==> src/rtl/uart_tx_sched.sv <==
// uart_tx_sched: round-robin scheduler that frames one payload word per grant onto a single-word uart tx path.
// Build option UART_TX_SCHED_CSUM_EN appends a 16-bit wrap-around checksum word to every frame.
module uart_tx_sched #(
   parameter int NREQ    = 4,
   parameter int TIMEOUT = 4096
) (
   input  logic                  clk,
   input  logic                  reset_n,
   input  logic [NREQ-1:0]       req_valid,
   input  logic [NREQ-1:0][15:0] req_data,
   output logic [NREQ-1:0]       req_ack,
   output logic                  u_send_data,
   output logic [15:0]           u_tx_num,
   input  logic                  u_tx_ready,
   output logic                  busy,
   output logic                  err_timeout,
   output logic [2:0]            dbg_state
);

   localparam int RW = (NREQ > 1) ? $clog2(NREQ) : 1;
   localparam int CW = (TIMEOUT > 1) ? $clog2(TIMEOUT) : 1;

   // Handshake: a requester holds req_valid (and its data) until it sees req_ack,
   // a one-cycle pulse given only in IDLE; the uart accepts a word when u_send_data
   // pulses while u_tx_ready is high.
   typedef enum logic [2:0] {
      S_IDLE   = 3'd0,
      S_HDR    = 3'd1,
      S_WAIT_H = 3'd2,
      S_DATA   = 3'd3,
      S_WAIT_D = 3'd4
`ifdef UART_TX_SCHED_CSUM_EN
      ,
      S_CSUM   = 3'd5,
      S_WAIT_C = 3'd6
`endif
   } state_e;

   state_e          state_q, state_d;
   logic [RW-1:0]   rr_q, rr_d;
   logic [RW-1:0]   id_q, id_d;
   logic [15:0]     data_q, data_d;
   logic [CW-1:0]   cnt_q, cnt_d;
   logic            first_q, first_d;
   logic            err_q, err_d;
   logic [15:0]     hdr_word;
   logic            found;
   logic [RW-1:0]   gnt;
   int              cand;

   assign hdr_word = {8'hA5, 8'(id_q)};
`ifdef UART_TX_SCHED_CSUM_EN
   logic [15:0] csum_word;
   assign csum_word = hdr_word + data_q;
`endif

   // First valid requester at or after the rr pointer, wrapping.
   always_comb begin
      found = 1'b0;
      gnt   = '0;
      cand  = 0;
      for (int k = 0; k < NREQ; k++) begin
         cand = (int'(rr_q) + k) % NREQ;
         if (!found && req_valid[RW'(cand)]) begin
            found = 1'b1;
            gnt   = RW'(cand);
         end
      end
   end

   always_comb begin
      state_d     = state_q;
      rr_d        = rr_q;
      id_d        = id_q;
      data_d      = data_q;
      first_d     = 1'b0;
      err_d       = err_q;
      cnt_d       = cnt_q;
      req_ack     = '0;
      u_send_data = 1'b0;
      u_tx_num    = '0;
      case (state_q)
         S_IDLE: begin
            if (found) begin
               req_ack[gnt] = 1'b1;
               id_d         = gnt;
               data_d       = req_data[gnt];
               rr_d         = RW'((int'(gnt) + 1) % NREQ);
               state_d      = S_HDR;
            end
         end
         S_HDR: begin
            u_tx_num = hdr_word;
            if (u_tx_ready) begin
               u_send_data = 1'b1;
               first_d     = 1'b1;
               state_d     = S_WAIT_H;
            end
         end
         // The uart drops tx_ready one cycle late, so the first WAIT cycle is blind.
         S_WAIT_H: begin
            u_tx_num = hdr_word;
            if (!first_q && u_tx_ready) state_d = S_DATA;
         end
         S_DATA: begin
            u_tx_num = data_q;
            if (u_tx_ready) begin
               u_send_data = 1'b1;
               first_d     = 1'b1;
               state_d     = S_WAIT_D;
            end
         end
         S_WAIT_D: begin
            u_tx_num = data_q;
`ifdef UART_TX_SCHED_CSUM_EN
            if (!first_q && u_tx_ready) state_d = S_CSUM;
`else
            if (!first_q && u_tx_ready) state_d = S_IDLE;
`endif
         end
`ifdef UART_TX_SCHED_CSUM_EN
         S_CSUM: begin
            u_tx_num = csum_word;
            if (u_tx_ready) begin
               u_send_data = 1'b1;
               first_d     = 1'b1;
               state_d     = S_WAIT_C;
            end
         end
         S_WAIT_C: begin
            u_tx_num = csum_word;
            if (!first_q && u_tx_ready) state_d = S_IDLE;
         end
`endif
         default: state_d = S_IDLE;
      endcase

      // Watchdog: a state that has not moved after TIMEOUT cycles drops the frame.
      if (TIMEOUT > 0 && state_q != S_IDLE && state_d == state_q &&
          cnt_q == CW'(TIMEOUT - 1)) begin
         state_d = S_IDLE;
         err_d   = 1'b1;
      end

      if (state_d != state_q || state_q == S_IDLE) begin
         cnt_d = '0;
      end else if (cnt_q != {CW{1'b1}}) begin
         cnt_d = cnt_q + 1'b1;
      end
   end

   always_ff @(posedge clk or negedge reset_n) begin
      if (!reset_n) begin
         state_q <= S_IDLE;
         rr_q    <= '0;
         id_q    <= '0;
         data_q  <= '0;
         cnt_q   <= '0;
         first_q <= 1'b0;
         err_q   <= 1'b0;
      end else begin
         state_q <= state_d;
         rr_q    <= rr_d;
         id_q    <= id_d;
         data_q  <= data_d;
         cnt_q   <= cnt_d;
         first_q <= first_d;
         err_q   <= err_d;
      end
   end

   assign busy        = (state_q != S_IDLE);
   assign err_timeout = err_q;
   assign dbg_state   = state_q;

endmodule

==> config.mk <==
export PLATFORM = sky130hd
export DESIGN_NAME = uart_tx_sched
export DESIGN_NICKNAME = d
export VERILOG_FILES = /design/src/rtl/uart_tx_sched.sv
export SDC_FILE = /design/constraint.sdc
export NUM_CORES = 1
export LEC_CHECK = 0
export ABC_CLOCK_PERIOD_IN_PS = 3300
export CORE_ASPECT_RATIO = 1.4
export CORE_UTILIZATION = 45
export DETAILED_ROUTE_END_ITERATION = 8
export PLACE_DENSITY_LB_ADDON = 0.1
export SYNTH_ARGS = -nofsm -noshare
export SYNTH_HDL_FRONTEND = slang
export SYNTH_SLANG_ARGS = --single-unit
==> constraint.sdc <==
create_clock -name clk -period 3.3 [get_ports clk]
set_input_delay 0.66 -clock clk [delete_from_list [all_inputs] [get_ports clk]]
set_output_delay 0.66 -clock clk [all_outputs]
set_load 0.01 [all_outputs]
# After elaboration in Yosys (flattened, before gate mapping)

Index checks and enable logic that the tools add are counted.

Flip-flop bits (word level): 37
Bits of input ports: 71
Output and inout port bits: 26
Logic and storage cells: 83

Add/sub/neg operators: 5
Magnitude comparators: 6
Eq/ne operators: 8
Multiplexer cells: 38
Reduce and logical (&&, ||, !) cells: 19

Operators with widths:

| cell                                                 | count |
|---|---|
| binary-select mux 16 bit (select 2 bit)              | 1 |
| one-hot mux 16 bit (2 select lines)                  | 1 |
| two-way mux 12 bit                                   | 2 |
| two-way mux 3 bit                                    | 6 |
| < comparator 2 x 4 -> 1 bit (second input constant)  | 4 |
| two-way mux 16 bit                                   | 1 |
| two-way mux 1 bit                                    | 15 |
| one-hot mux 3 bit (5 select lines)                   | 1 |
| adder 12 x 1 -> 12 bit (second input constant)       | 1 |
| equality test 12 bit (second input constant)         | 1 |
| inequality test 12 bit (second input constant)       | 1 |
| binary-select mux 1 bit (select 2 bit)               | 4 |
| two-way mux 2 bit                                    | 4 |
| two-way mux 4 bit                                    | 2 |
| logical AND 1 bit                                    | 7 |
| equality test 3 x 2 -> 1 bit (second input constant) | 2 |
| OR reduction 2 bit                                   | 3 |
| adder 2 x 1 -> 2 bit (second input constant)         | 2 |
| adder 2 bit (second input constant)                  | 2 |
| zero test 1 bit                                      | 4 |
| equality test 3 x 1 -> 1 bit (second input constant) | 1 |
| equality test 3 bit                                  | 1 |
| equality test 3 bit (second input constant)          | 1 |
| zero test 3 bit                                      | 1 |
| other kinds (8)                                      | 8 |

# Longest topological paths before layout

Gate-level depths: netlist of the first run.

Depth in word-level cells: 22
Mapped depth: 8
Depth with buffers taken out: 6

# Worst setup path before layout of the first run

No wires, ideal clock.

Path kind: input -> output
Start: in req_valid[2]
End: out req_ack[0]
Data arrival time: 1793 ps
Data required time: 2640 ps
Setup slack: 847 ps
Cell stages on the path: 8
Buffers on the path: 2
Cell sequence: inv_1 > o22ai_1 > a211oi_2 > buf_6 > buf_6 > inv_1 > ha_1 > and2_1

Cells in the longest elaborated chain, start to end: 19
Elaborated cells between the ends (all ways): 33
Those cells by class: order compare (2); mux (24); reduce/logical (7)

RTL lines:

| what                                                                                                     | RTL line | text |
|---|---|---|
| from (decl)                                                                                              | 9        | `input logic [NREQ-1:0] req_valid,` |
| binary-select mux 1 bit (select 2 bit)                                                                   | 64       | `if (!found && req_valid[RW'(cand)]) begin` |
| two-way mux 1 bit (not written as such) (2 in a row)                                                     | 64       |  |
| two-way mux 1 bit                                                                                        | 64       |  |
| zero test 1 bit                                                                                          | 64       |  |
| logical AND 1 bit                                                                                        | 64       |  |
| two-way mux 1 bit                                                                                        | 64       |  |
| zero test 1 bit                                                                                          | 64       |  |
| logical AND 1 bit                                                                                        | 64       |  |
| (+3 left out)                                                                                            | --       |  |
| two-way mux 2 bit (*)                                                                                    | 64       |  |
| via gnt[0]                                                                                               | 48       | `logic [RW-1:0] gnt;` |
| < comparator 2 x 3 -> 1 bit (not written as such) / >= comparator 2 x 1 -> 1 bit (equally long branches) | 85       | `req_ack[gnt] = 1'b1;` |
| logical AND 1 bit (not written as such)                                                                  | 85       |  |
| two-way mux 1 bit (not written as such)                                                                  | 85       |  |
| demux 1 bit (select 2 bit) (*)                                                                           | 85       |  |
| two-way mux 4 bit (*)                                                                                    | 84       | `if (found) begin` |
| two-way mux 4 bit (*)                                                                                    | 82       | `case (state_q)` |
| to (decl)                                                                                                | 11       | `output logic [NREQ-1:0] req_ack,` |

The timed path passes the listed nets; every way through them passes the cells marked *. The select of a mux whose other input is x is not followed.

# Final worst setup path of the first run

Start: in req_valid[0]
End: out req_ack[3]

The elaborated chain is that of the path after synthesis.

==> impl_results.md, run 1 <==
* Post-layout util at 0.676
* Unrepaired setup endpoints after global routing: false
* Synth Flop Type: dfrtp_1
* Vias per inst at ~5.3
* Max-Slew Margin vs Limit at 0.431
* Horiz. Die Dim at 65.7 um
* FFs w/ async S/R, synth at 1.00
* GRT Util Overall at 0.226
* Worst reg2reg startpoint: rr_q[0]$_DFFE_PN0P_
* Clk sinks at 37
* Worst Hold Class: input pin to asynchronous set/reset pin
* #FFs+latches synth at 37
* H-Tree Depth at 2
* Delay-heaviest family, CP: buffers and inverters
* Die area at 5990 um^2
* Post-synthesis cell type count at 47
* Max VDD drop at ~0.43 mV
* Initial Utilization at 0.466
* Port Buffers at 96
* Final hold vios at 0
* Setup Viol. Count Final at 0
* Clk_lat worst skew at 0.28 ns
* CTS tree: done
* Clock root buffer: clkbuf_8
* Die height at 91.2 um
* Crit Path Class: input pin to primary output
* First-pass GRT wire length at 10.6 mm
* LEAKAGE at 1.64 nW
* Total Nets Final at roughly 450
* R2R cell count at 8
* Reg clk slew, reported paths at 0.07 ns
* Crit path setup slack, layout at 0.0841 ns
* Post-synth top area share at 0.362
* Peak Freq at 0.311 GHz
* Hpwl dp at a little under 5 mm
* Fin. max-slew vios at 0
* R2R Setup Slk at 1.08 ns
* CP Launch Type: input pin
* Clk_skew at 0.00885 ns
* PwrDens at 703 nW/um^2
* Synthesized cell area at 2560 um^2
* Cell Chain, Critical Path: clkdlybuf4s50_1, a21oi_1, or3b_1, o221a_2, ha_1, and2_1, clkdlybuf4s50_1
* Setup tns final at 0 ns
* Layout cells sized above 1 at 0.127
* DR DRC count at 0
* Synth area leader: dfrtp_1
* Syn_nets at 342
* Fin crit share at 0.975
* CP max stage delay at 0.53 ns
* Crit path buf inv count at 2
* Crit-path max FO at 4
* Sequential share of the synthesized area at 0.362
* Minimum clock period after layout at 3.22 ns
* FP Rows at 32
* Synth top cells by count: 37 x dfrtp_1, 34 x mux2i_1, 33 x nand2_1
* Critical Path AT at 2.56 ns
* Post-Syn Instances at 266
* Antenna violations before repair at 1
* Syn Area/Cell at about 9.6 um^2
* Top-count cell post-synth: dfrtp_1
* Drt pass-1 iters at 4
* Clock Tree Buf Depth at 2
* Gr ovfl total at 0
* Status: complete, no violations
* Routed wire length at 6.41 mm
* Largest net degree at the start of global routing at 38
* Core Area at 5490 um^2
* WL/cell at 14.6 um
* CTS Buf Count at 5
* Pre-CTS WS at -0.0386 ns
* Max cap viols at 0
* Post-synth EDFFs at 0
* Worst EP required at 2.64 ns
* I/O pin count at 97
* Worst path slowest cell: clkdlybuf4s50_1
* Worst path most repeated cell: clkdlybuf4s50_1
* Synthesis warning total at 0
* Vias in the first global route at ~2.4k
* Actual slew at the worst max-slew pin at around 0.85 ns
* Number of DRC markers in iteration 0 at 74
* GP Congestion at 0.770
* Critical R2R Capture: data_q[13]$_DFFE_PN0P_
* Final ANT Viol Nets at 0
* Crit end category: primary output
* Synthesis-to-layout area growth at 44.9%
* Vias at 2338
* Top post-synthesis cells by area: dfrtp_1 36%, mux2i_1 13%, o221ai_2 5.9%
worst max-delay path by stage:
stage | slack (ns) | endpoint | startpoint | cells past startpoint
floorplan | 0.85 | req_ack[0] | req_valid[2] | 8
global placement | 0.03 | req_ack[1] | req_valid[0] | 8
detailed placement | -0.04 | req_ack[0] | req_valid[3] | 7
CTS | 0.004 | req_ack[0] | req_valid[0] | 8
global route | 0.002 | req_ack[3] | req_valid[0] | 7
finish | 0.08 | req_ack[3] | req_valid[0] | 7
where the power goes:
| group | switching, mW | internal (mW) | total, mW |
|---|---|---|---|
| Combinational | 0.739 | 0.770 | 1.51 |
| Sequential | 0.172 | 0.607 | 0.778 |
| Clock | 0.150 | 0.166 | 0.316 |
cell type report:
cell class,count,area (um^2)
Fill cell,470,1780
Multi-Input combinational cell,207,1520
Timing Repair Buffer,109,1060
Sequential cell,37,926
Clock buffer,7,86.3
Tap cell,68,85.1
Inverter,9,33.8
Antenna cell,1,2.50
layout by cell type, fill, tap and decap left out, drive strengths merged, types with 4 or more instances in the layout:
cell           count
clkdlybuf4s50     92
dfrtp             37
nand2             35
mux2i             34
nor2              24
o221ai            16
and2              15
buf               14
o21ai             14
a21oi             13
inv                9
nor3               8
nand2b             7
clkbuf             7
nand3              5
ha                 5
nor2b              4
a211oi             4
layer usage:
layer	wire, um	GRT usage	share of wire	vias up
li1	-	-	-	1157
met1	2530	0.258	0.39	1106
met2	3450	0.412	0.54	66
met3	355	0.0515	0.055	9
met4	82	0.0507	0.013	0
met5	0	0	0	-
state kept, by name, indices dropped and copies added, names as in the netlist:
signal	flops
cnt_q	12
data_q	16
dbg_state	3
err_timeout	1
first_q	1
id_q	2
rr_q	2
through the flow:
step                area [um^2]  std cells  hold WS (ns)  power, mW
floorplan                  2560        266         0.364       1.74
CTS                        3680        435         0.476       2.61
global placement           3590        427         0.445       2.26
finish                     3710        438         0.479       2.60
detailed placement         3590        427         0.461       2.29
global route               3700        437         0.488       2.80
cells by family (layout without fill, tap and decap cells):
kind of cell	Yosys count	after routing	share of synthesized area
other	0	1	0
flip-flops	37	37	0.362
AO/OA/AOI/OAI	56	56	0.182
XOR/XNOR	4	4	0.0137
AND/OR/NAND/NOR	107	107	0.226
multiplexers	35	35	0.137
adder cells (fa/ha/maj)	5	5	0.0245
buffers and inverters	22	125	0.0543
what timing repair did:
action	4_1_cts	5_1_grt
pin swaps	1	1
setup endpoints to repair	3	12
setup buffers	1	2
hold buffers	0	0
gates resized for setup	1	4
(Power assumes the default switching activity.)
==> run 2, diff against run 1 <==
--- a/config.mk
+++ b/config.mk
@@ -9,6 +9,7 @@
 export CORE_ASPECT_RATIO = 1.4
 export CORE_UTILIZATION = 45
 export DETAILED_ROUTE_END_ITERATION = 8
+export HOLD_SLACK_MARGIN = 0.02
 export PLACE_DENSITY_LB_ADDON = 0.1
 export SYNTH_ARGS = -nofsm -noshare
 export SYNTH_HDL_FRONTEND = slang
==> results of run 2 <==
Final layout, timing and power as in run 1 (identical DEF).
